`config.mk`:
```
export PLATFORM = sky130hd
export DESIGN_NAME = measure_mc
export DESIGN_NICKNAME = d
export VERILOG_FILES = /design/src/rtl/measure_mc.sv
export SDC_FILE = /design/constraint.sdc
export NUM_CORES = 1
export LEC_CHECK = 0
export CAP_MARGIN = 30
export CORE_MARGIN = 8
export CORE_UTILIZATION = 40
export DETAILED_ROUTE_END_ITERATION = 6
export MAX_ROUTING_LAYER = met4
export PLACE_DENSITY_LB_ADDON = 0.15
export SYNTH_ARGS = -nofsm -noshare
export SYNTH_HDL_FRONTEND = slang
export SYNTH_SLANG_ARGS = --single-unit
```
`constraint.sdc`:
```
create_clock -name clk_i -period 4.3 [get_ports clk_i]
set_input_delay 0.645 -clock clk_i [delete_from_list [all_inputs] [get_ports clk_i]]
set_output_delay 0.645 -clock clk_i [all_outputs]
set_load 0.03 [all_outputs]
```
`src/rtl/measure_mc.sv`:
```
// measure_mc: multi-channel frequency counter sharing one gate generator.
// Define MEASURE_MC_TIMEOUT_EN to force stalled channels out with a timeout result.
module measure_mc #(
  parameter int CH_NUM     = 4,
  parameter int CNT_WIDTH  = 32,
  parameter int GATE_WIDTH = 32
) (
  input  logic                   clk_i,
  input  logic                   rst_i,
  input  logic [CH_NUM-1:0]      sig_clk_i,
  input  logic                   gate_en_i,
  input  logic [GATE_WIDTH-1:0]  gate_time_i,
  output logic                   reg_wr_en_o,
  output logic [3:0]             reg_wr_addr_o,
  output logic [2*CNT_WIDTH-1:0] reg_wr_data_o,
  output logic                   reg_wr_err_o,
  output logic                   gate_o,
  output logic [CH_NUM-1:0]      gate_sync_o
);

  typedef enum logic [1:0] {G_IDLE, G_OPEN, G_CLOSED} gate_state_t;
  typedef enum logic [1:0] {C_IDLE, C_ARM, C_COUNT, C_DONE} ch_state_t;

  logic [CH_NUM-1:0] sync1_q, sync2_q, prev_q, rise;

  gate_state_t           gst_q, gst_d;
  logic [GATE_WIDTH-1:0] gcnt_q, gcnt_d, gt_load;
`ifdef MEASURE_MC_TIMEOUT_EN
  logic [GATE_WIDTH-1:0] gt_q, gt_d, ccnt_q, ccnt_d;
  logic                  timeout;
  logic [CH_NUM-1:0]     err_q, err_d;
`endif

  ch_state_t            cst_q [CH_NUM];
  ch_state_t            cst_d [CH_NUM];
  logic [CNT_WIDTH-1:0] ref_q [CH_NUM];
  logic [CNT_WIDTH-1:0] ref_d [CH_NUM];
  logic [CNT_WIDTH-1:0] sig_q [CH_NUM];
  logic [CNT_WIDTH-1:0] sig_d [CH_NUM];

  logic       all_idle, open_w, gate_w, wr_hit;
  logic [3:0] wr_idx;

  always_ff @(posedge clk_i) begin
    if (rst_i) begin
      sync1_q <= '0;
      sync2_q <= '0;
      prev_q  <= '0;
      gst_q   <= G_IDLE;
      gcnt_q  <= '0;
`ifdef MEASURE_MC_TIMEOUT_EN
      gt_q    <= '0;
      ccnt_q  <= '0;
      err_q   <= '0;
`endif
      for (int unsigned i = 0; i < CH_NUM; i++) begin
        cst_q[i] <= C_IDLE;
        ref_q[i] <= '0;
        sig_q[i] <= '0;
      end
    end else begin
      sync1_q <= sig_clk_i;
      sync2_q <= sync1_q;
      prev_q  <= sync2_q;
      gst_q   <= gst_d;
      gcnt_q  <= gcnt_d;
`ifdef MEASURE_MC_TIMEOUT_EN
      gt_q    <= gt_d;
      ccnt_q  <= ccnt_d;
      err_q   <= err_d;
`endif
      for (int unsigned i = 0; i < CH_NUM; i++) begin
        cst_q[i] <= cst_d[i];
        ref_q[i] <= ref_d[i];
        sig_q[i] <= sig_d[i];
      end
    end
  end

  always_comb begin
    all_idle = 1'b1;
    wr_hit   = 1'b0;
    wr_idx   = '0;
    for (int unsigned i = 0; i < CH_NUM; i++) begin
      if (cst_q[i] != C_IDLE) all_idle = 1'b0;
      if (!wr_hit && cst_q[i] == C_DONE) begin
        wr_hit = 1'b1;
        wr_idx = 4'(i);
      end
    end
    rise   = sync2_q & ~prev_q;
    open_w = (gst_q == G_IDLE) && gate_en_i && all_idle;
    gate_w = (gst_q == G_OPEN);
`ifdef MEASURE_MC_TIMEOUT_EN
    timeout = (gst_q == G_CLOSED) && (ccnt_q >= gt_q);
`endif
  end

  // Gate generator: OPEN lasts exactly the latched length, CLOSED holds until channels drain.
  always_comb begin
    gt_load = (gate_time_i == '0) ? GATE_WIDTH'(1) : gate_time_i;
    gst_d   = gst_q;
    gcnt_d  = gcnt_q;
`ifdef MEASURE_MC_TIMEOUT_EN
    gt_d    = gt_q;
    ccnt_d  = ccnt_q;
`endif
    case (gst_q)
      G_IDLE: if (open_w) begin
        gst_d  = G_OPEN;
        gcnt_d = gt_load - GATE_WIDTH'(1);
`ifdef MEASURE_MC_TIMEOUT_EN
        gt_d   = gt_load;
`endif
      end
      G_OPEN: if (gcnt_q == '0) begin
        gst_d  = G_CLOSED;
`ifdef MEASURE_MC_TIMEOUT_EN
        ccnt_d = '0;
`endif
      end else begin
        gcnt_d = gcnt_q - GATE_WIDTH'(1);
      end
      G_CLOSED: begin
`ifdef MEASURE_MC_TIMEOUT_EN
        if (ccnt_q != '1) ccnt_d = ccnt_q + GATE_WIDTH'(1);
`endif
        if (all_idle) gst_d = G_IDLE;
      end
      default: gst_d = G_IDLE;
    endcase
  end

  always_comb begin
`ifdef MEASURE_MC_TIMEOUT_EN
    err_d = err_q;
`endif
    for (int unsigned i = 0; i < CH_NUM; i++) begin
      cst_d[i] = cst_q[i];
      ref_d[i] = ref_q[i];
      sig_d[i] = sig_q[i];
      case (cst_q[i])
        C_IDLE: if (open_w) cst_d[i] = C_ARM;
        C_ARM: begin
          if (!gate_w) begin
            cst_d[i] = C_IDLE;
          end else if (rise[i]) begin
            cst_d[i] = C_COUNT;
            ref_d[i] = '0;
            sig_d[i] = '0;
`ifdef MEASURE_MC_TIMEOUT_EN
            err_d[i] = 1'b0;
`endif
          end
        end
        C_COUNT: begin
          if (ref_q[i] != '1) ref_d[i] = ref_q[i] + CNT_WIDTH'(1);
          if (rise[i] && sig_q[i] != '1) sig_d[i] = sig_q[i] + CNT_WIDTH'(1);
          if (rise[i] && !gate_w) begin
            cst_d[i] = C_DONE;
`ifdef MEASURE_MC_TIMEOUT_EN
          end else if (timeout) begin
            cst_d[i] = C_DONE;
            ref_d[i] = '1;
            sig_d[i] = '0;
            err_d[i] = 1'b1;
`endif
          end
        end
        C_DONE: if (wr_hit && wr_idx == 4'(i)) cst_d[i] = C_IDLE;
        default: cst_d[i] = C_IDLE;
      endcase
    end
  end

  always_comb begin
    reg_wr_en_o   = wr_hit;
    reg_wr_addr_o = '0;
    reg_wr_data_o = '0;
    reg_wr_err_o  = 1'b0;
    gate_o        = gate_w;
    gate_sync_o   = '0;
    for (int unsigned i = 0; i < CH_NUM; i++) begin
      gate_sync_o[i] = (cst_q[i] == C_COUNT);
      if (wr_hit && wr_idx == 4'(i)) begin
        reg_wr_addr_o = wr_idx;
        reg_wr_data_o = {ref_q[i], sig_q[i]};
`ifdef MEASURE_MC_TIMEOUT_EN
        reg_wr_err_o  = err_q[i];
`endif
      end
    end
  end

endmodule

```
# Word-level counts from Yosys, hierarchy flattened
# Memory sizes are Yosys's and may differ from the RTL's.
# Index checks and enable logic that the tools add are counted.
totals:
  inputBits: 39
  ram_bits: 264
  register_bits: 46
  output_inout_bits: 75
  wordCells: 195
  n_memories: 3
mem_list:
  columns: ["name", "words", "width", "rd", "rd_clocked_by_memory_dff", "wr", "line_no", "rtl"]
  rows:
  - ["ref_q", 4, 32, 4, 0, 4, "36", "logic [CNT_WIDTH-1:0] ref_q [CH_NUM];"]
  - ["sig_q", 4, 32, 4, 0, 4, "38", "logic [CNT_WIDTH-1:0] sig_q [CH_NUM];"]
  - ["cst_q", 4, 2, 4, 0, 4, "34", "ch_state_t cst_q [CH_NUM];"]
op_classes:
  muxes: 98
  n_bitwise: 14
  addsub: 10
  n_eq_ne: 29
  reduce_logical: 36
ops:
  columns: ["op", "n"]
  rows:
  - ["$mux W32", 35]
  - ["$pmux W32 S2", 9]
  - ["$add A32 B1 Y32 const B", 8]
  - ["$mux W64", 4]
  - ["$ne A32 B32 Y1 const B", 8]
  - ["$logic_not A32 Y1", 2]
  - ["$sub A32 B1 Y32 const B", 2]
  - ["$mux W2", 27]
  - ["$pmux W2 S4", 4]
  - ["$mux W4", 6]
  - ["$eq A2 B2 Y1 const B", 9]
  - ["$logic_and A1 B1 Y1", 17]
  - ["$mux W1", 12]
  - ["$or A1 B1 Y1", 12]
  - ["$eq A2 B1 Y1 const B", 5]
  - ["$logic_not A2 Y1", 5]
  - ["$reduce_bool A2 Y1", 5]
  - ["$eq A4 B2 Y1 const B", 2]
  - ["$ne A2 B2 Y1 const B", 3]
  - ["$pmux W2 S3", 1]
  - ["$reduce_and A3 Y1", 2]
  - ["$and A4 B4 Y4", 1]
  - ["$eq A4 B1 Y1 const B", 1]
  - ["$logic_not A1 Y1", 4]
  - ["3 further kinds", 3]

# Depth between registers and ports, before layout
# Gate-level depths: netlist (run 1).
# An unclocked memory read counts as a cell.
depth:
  word_depth: 18
  depth_mapped: 17
  mapped_depth_nobuf: 12

# Worst setup path after synthesis (run 1)
# OpenSTA, ideal clock, no wires.
synth_timing:
  kind: "register -> register"
  start: "register gst_q[1]"
  end: "register gcnt_q[30]"
  path_stages_with_launch: 15
  synth_period_minus_slack_ns: 3.712
  t_required_ns: 4.180
  setup_time_ns: 0.120
  n_path_buf: 5
  path_slack_ns: 0.588
  t_arrival_ns: 3.592
  cell_sequence: "dfxtp_1 -> nand2b_1 -> buf_6 -> clkbuf_1 -> buf_1 -> clkbuf_1 -> mux2i_1 -> ha_1 -> inv_1 -> or3_1 -> buf_2 -> nor4_4 -> nand3_1 -> mux2_1 -> a211o_1"
synth_between:
  elab_chain_cells: 5
  elab_cells_between_ends: 9
  cone_classes: "eq/ne: 3; mux: 1; reduce/logical: 5"
synth_rtl:
  columns: ["item", "line_no", "rtl"]
  rows:
  - ["from (decl)", "26", "gate_state_t gst_q, gst_d;"]
  - ["from (signal assigned)", "65", "gst_q <= gst_d;"]
  - ["$logic_not A2 Y1", "92, 108", null]
  - ["$logic_and A1 B1 Y1 (2 in series)", "92", "open_w = (gst_q == G_IDLE) && gate_en_i && all_idle;"]
  - ["$ne A2 B2 Y1 (no line)", null, null]
  - ["$reduce_and A3 Y1 (no line)", null, null]
  - ["to (signal assigned)", "66", "gcnt_q <= gcnt_d;"]
  - ["to (decl)", "27", "logic [GATE_WIDTH-1:0] gcnt_q, gcnt_d, gt_load;"]
# Parallel ways exist; a longest one is shown, timed or not.
# A chain may end at the register's enable or synchronous reset.

==> flow_summary.yaml, run 1 <==
power_and_ir_drop:
  p_sw_mw: 2.41
  pwr_density_cell_mw_per_mm2: 396
  p_int_mw: 5.50
  swShare_pct: 30.4
  share_seq_of_total_power_pct: 40.0
  ir_drop_uv: 311
  total_power_mw: 7.91
  clkPwrFrac_pct: 41.9
  p_leak_nw: 6.75
  p_comb_share_pct: 18.2
sta:
  timing.hold.ws_ns: 0.436
  slew_headroom_pct: 28.7
  worst_pin_slew_ns: 1.06
  min_period_ns: 4.09
  setup_tns_ns: 0
  setup_slack_ns: 0.214
  slew_violations: 0
  rsz0062_at_grt: "no"
  fmax_ghz: 0.245
  hold_violations: 0
  fin_skew_ns: 0.0210
  fin_crit_sh_pct: 95.0
  finalSetupViolCount: 0
final_layout:
  final_common_cell: "nor2_1"
  fin_util_pct: 47.7
  final_cell_area_mm2: 0.0200
  nFillCells: 4122
  final_cell_mix: "373 x nor2_1, 310 x dfxtp_1, 205 x nand2_1"
  syn_to_final_growth_pct: 17.8
  multi_input_comb_area_mm2: 0.0102
  regArea_mm2: 0.00621
  layout.cells.non_filler: 2818
  fin_nets: 2295
  drive_gt1_share_pct: 6.24
grt:
  grt-ovfl-total: 0
  grt_pass1_wl_mm: 85.1
  gr-usage-all-layers_pct: 21.7
  grt_pass1_vias: 15200
  grt_max_degree: 67
  grt_antenna_before_repair: 2
worst_setup_path:
  cpMostUsedCell: "nand2_1"
  cp-end-kind: "primary output"
  max_stage_delay_ns: 0.72
  r2r-start: "gst_q[0]"
  crit_family: "buffers and inverters"
  worst_ep_required_time_ns: 3.65
  path_buf_inv: 2
  path_cells: "nand2_1, nand2_1, a21oi_2, nand3_4, buf_12, o21ai_0, clkdlybuf4s50_1"
  cpMaxStageDelayCell: "clkdlybuf4s50_1"
  crit_fanout: 41
  crit_type: "reg2out"
  cp-start-kind: "flip-flop"
  worstPathArrival_ns: 3.44
yosys:
  ys_warn_count: 0
  synthCells: 2169
  synth.distinct_cells: 77
  synth_seq_cells: 310
  yosys.area.top_type: "dfxtp_1"
  synth_area_per_cell_um2: 7.81
  synth_xor_area_share_pct: 11.7
  synth-simple-area-share_pct: 32.4
  synth_fa_ha_area_share_pct: 0.665
  ys_async_sr_fraction_pct: 0
  synthFlopType: "dfxtp_1"
  syn-cell-area_mm2: 0.0169
  yosys-top-cells-area: "dfxtp_1 37%, nor2_1 8.3%, xor2_1 6.1%"
  yosysSeqAreaShare_pct: 36.6
  synth_top_family_by_area: "simple AND/OR/NAND/NOR gates"
  synth_compound_area_share_pct: 13.1
  synth_edf_count: 0
  synth_mux_area_share_pct: 1.80
  yosysTopAreaCellShare_pct: 36.6
worst_hold_path:
  hold_start: "sync1_q[1]"
  holdCritPathClass: "reg2reg"
clock_network:
  clk_pin_slew_ns: 0.06
  cts_root_buf: "clkbuf_16"
  cts_tree: "done"
  cts_hold_buffers: 0
  htreeDepth: 2
  clock_sinks: 310
  cts_buffers: 38
  clockBufferDepth: 3
  clock_latency_ns: 0.55
floorplanning:
  dieHeight_um: 222
  dieArea_mm2: 0.0492
  die_x_um: 222
  io_pins: 114
  core_area_mm2: 0.0419
  fp-row-count: 75
  start_util_pct: 40.5
routing:
  totalWireLength_mm: 54.9
  postRouteAntennaNets: 0
  vias: 16400
  drc: 10
  viasPerCell: 5.80
  wl_per_cell_um: 19.5
  dr.pass1.iters: 7
  drt_iter0_markers: 1615
run:
  maxCapViolCount: 0
place:
  dpl_cell_area_mm2: 0.0187
  routabilityCongestion: 0.869
  dp_cells: 2745
  numPortBuffers: 110
  pre_cts_ws_ns: 0.296
  hpwl_mm: 39.0
outcome:
  violations: "design-rule violations"
  status: "finished with violations"
## flip-flops by register name (all words and copies together) (netlist names), named ones only
name,flops
cst_q,4
ref_q,128
sync1_q,4
sync2_q,4
gst_q,2
sig_q,128
gcnt_q,32
prev_q,4
## cell type report
| type | count | area share (%) |
|---|---|---|
| clock buffers | 60 | 5.90 |
| well taps | 539 | 3.38 |
| clock inverters | 9 | 0.552 |
| diodes | 3 | 0.0376 |
| multi-input cells | 1705 | 51.0 |
| inverters | 39 | 0.758 |
| repair buffers | 153 | 7.30 |
| flip-flops and latches | 310 | 31.1 |
## final timing paths
| check | end | slack, ns | cells after the start |
|---|---|---|---|
| setup / recovery | reg_wr_data_o[51] | 0.21 | 7 |
| hold / removal | sync2_q[1] | 0.44 | 1 |
| setup reg to reg | gcnt_q[12] | 0.77 | 10 |
| hold reg to reg | sync2_q[1] | 0.44 | 1 |
## layer usage
metal | track usage [%] | vias up | share of wire, %
met1 | 28.5 | 7808 | 46
met2 | 33.8 | 491 | 45
li1 | - | 7952 | -
met5 | - | - | 0
met3 | 3.15 | 105 | 5.3
met4 | 7.65 | 0 | 3.2
## synthesized netlist by cell type (all sizes together) (15+ instances only)
cell    number
a21oi      106
a222oi      64
a31oi       15
and2        20
and3        46
and4        26
buf         19
clkbuf      99
dfxtp      310
inv         39
mux2i       21
nand2      205
nand2b      17
nand3      119
nand4       90
nor2       376
nor2b       25
nor3        89
nor4        37
o21ai       47
or3         32
xnor2      108
xor2       118
## power by group through the flow
stage	registers [mW]	clock network (mW)	logic, mW
after floorplan	3.15	0	1.04
after global placement	3.22	0	1.41
after detailed placement	3.21	0	1.41
after CTS	3.15	3.38	1.42
after global routing	3.18	3.49	1.57
final	3.16	3.31	1.44
## cell families after synthesis
group,Yosys count
AOI/OAI and AO/OA,316
xor gates and xnor gates,226
adders and majority gates,9
buffers and inverters,157
DFF,310
muxes,28
other,1
and+or+nand+nor,1122
## what timing repair did
item,in CTS,in global routing
resized for setup,0,1
hold endpoints to repair,0,0
buffers inserted,0,0
setup endpoints to repair,0,2
Note: power is estimated with default switching activity, not from simulation.
==> run 2, diff against run 1 <==
--- a/config.mk
+++ b/config.mk
@@ -14,3 +14,4 @@
 export SYNTH_ARGS = -nofsm -noshare
 export SYNTH_HDL_FRONTEND = slang
 export SYNTH_SLANG_ARGS = --single-unit
+export TNS_END_PERCENT = 50
==> results of run 2 <==
Same layout as run 1: the final DEF is identical, and so are final timing and power.
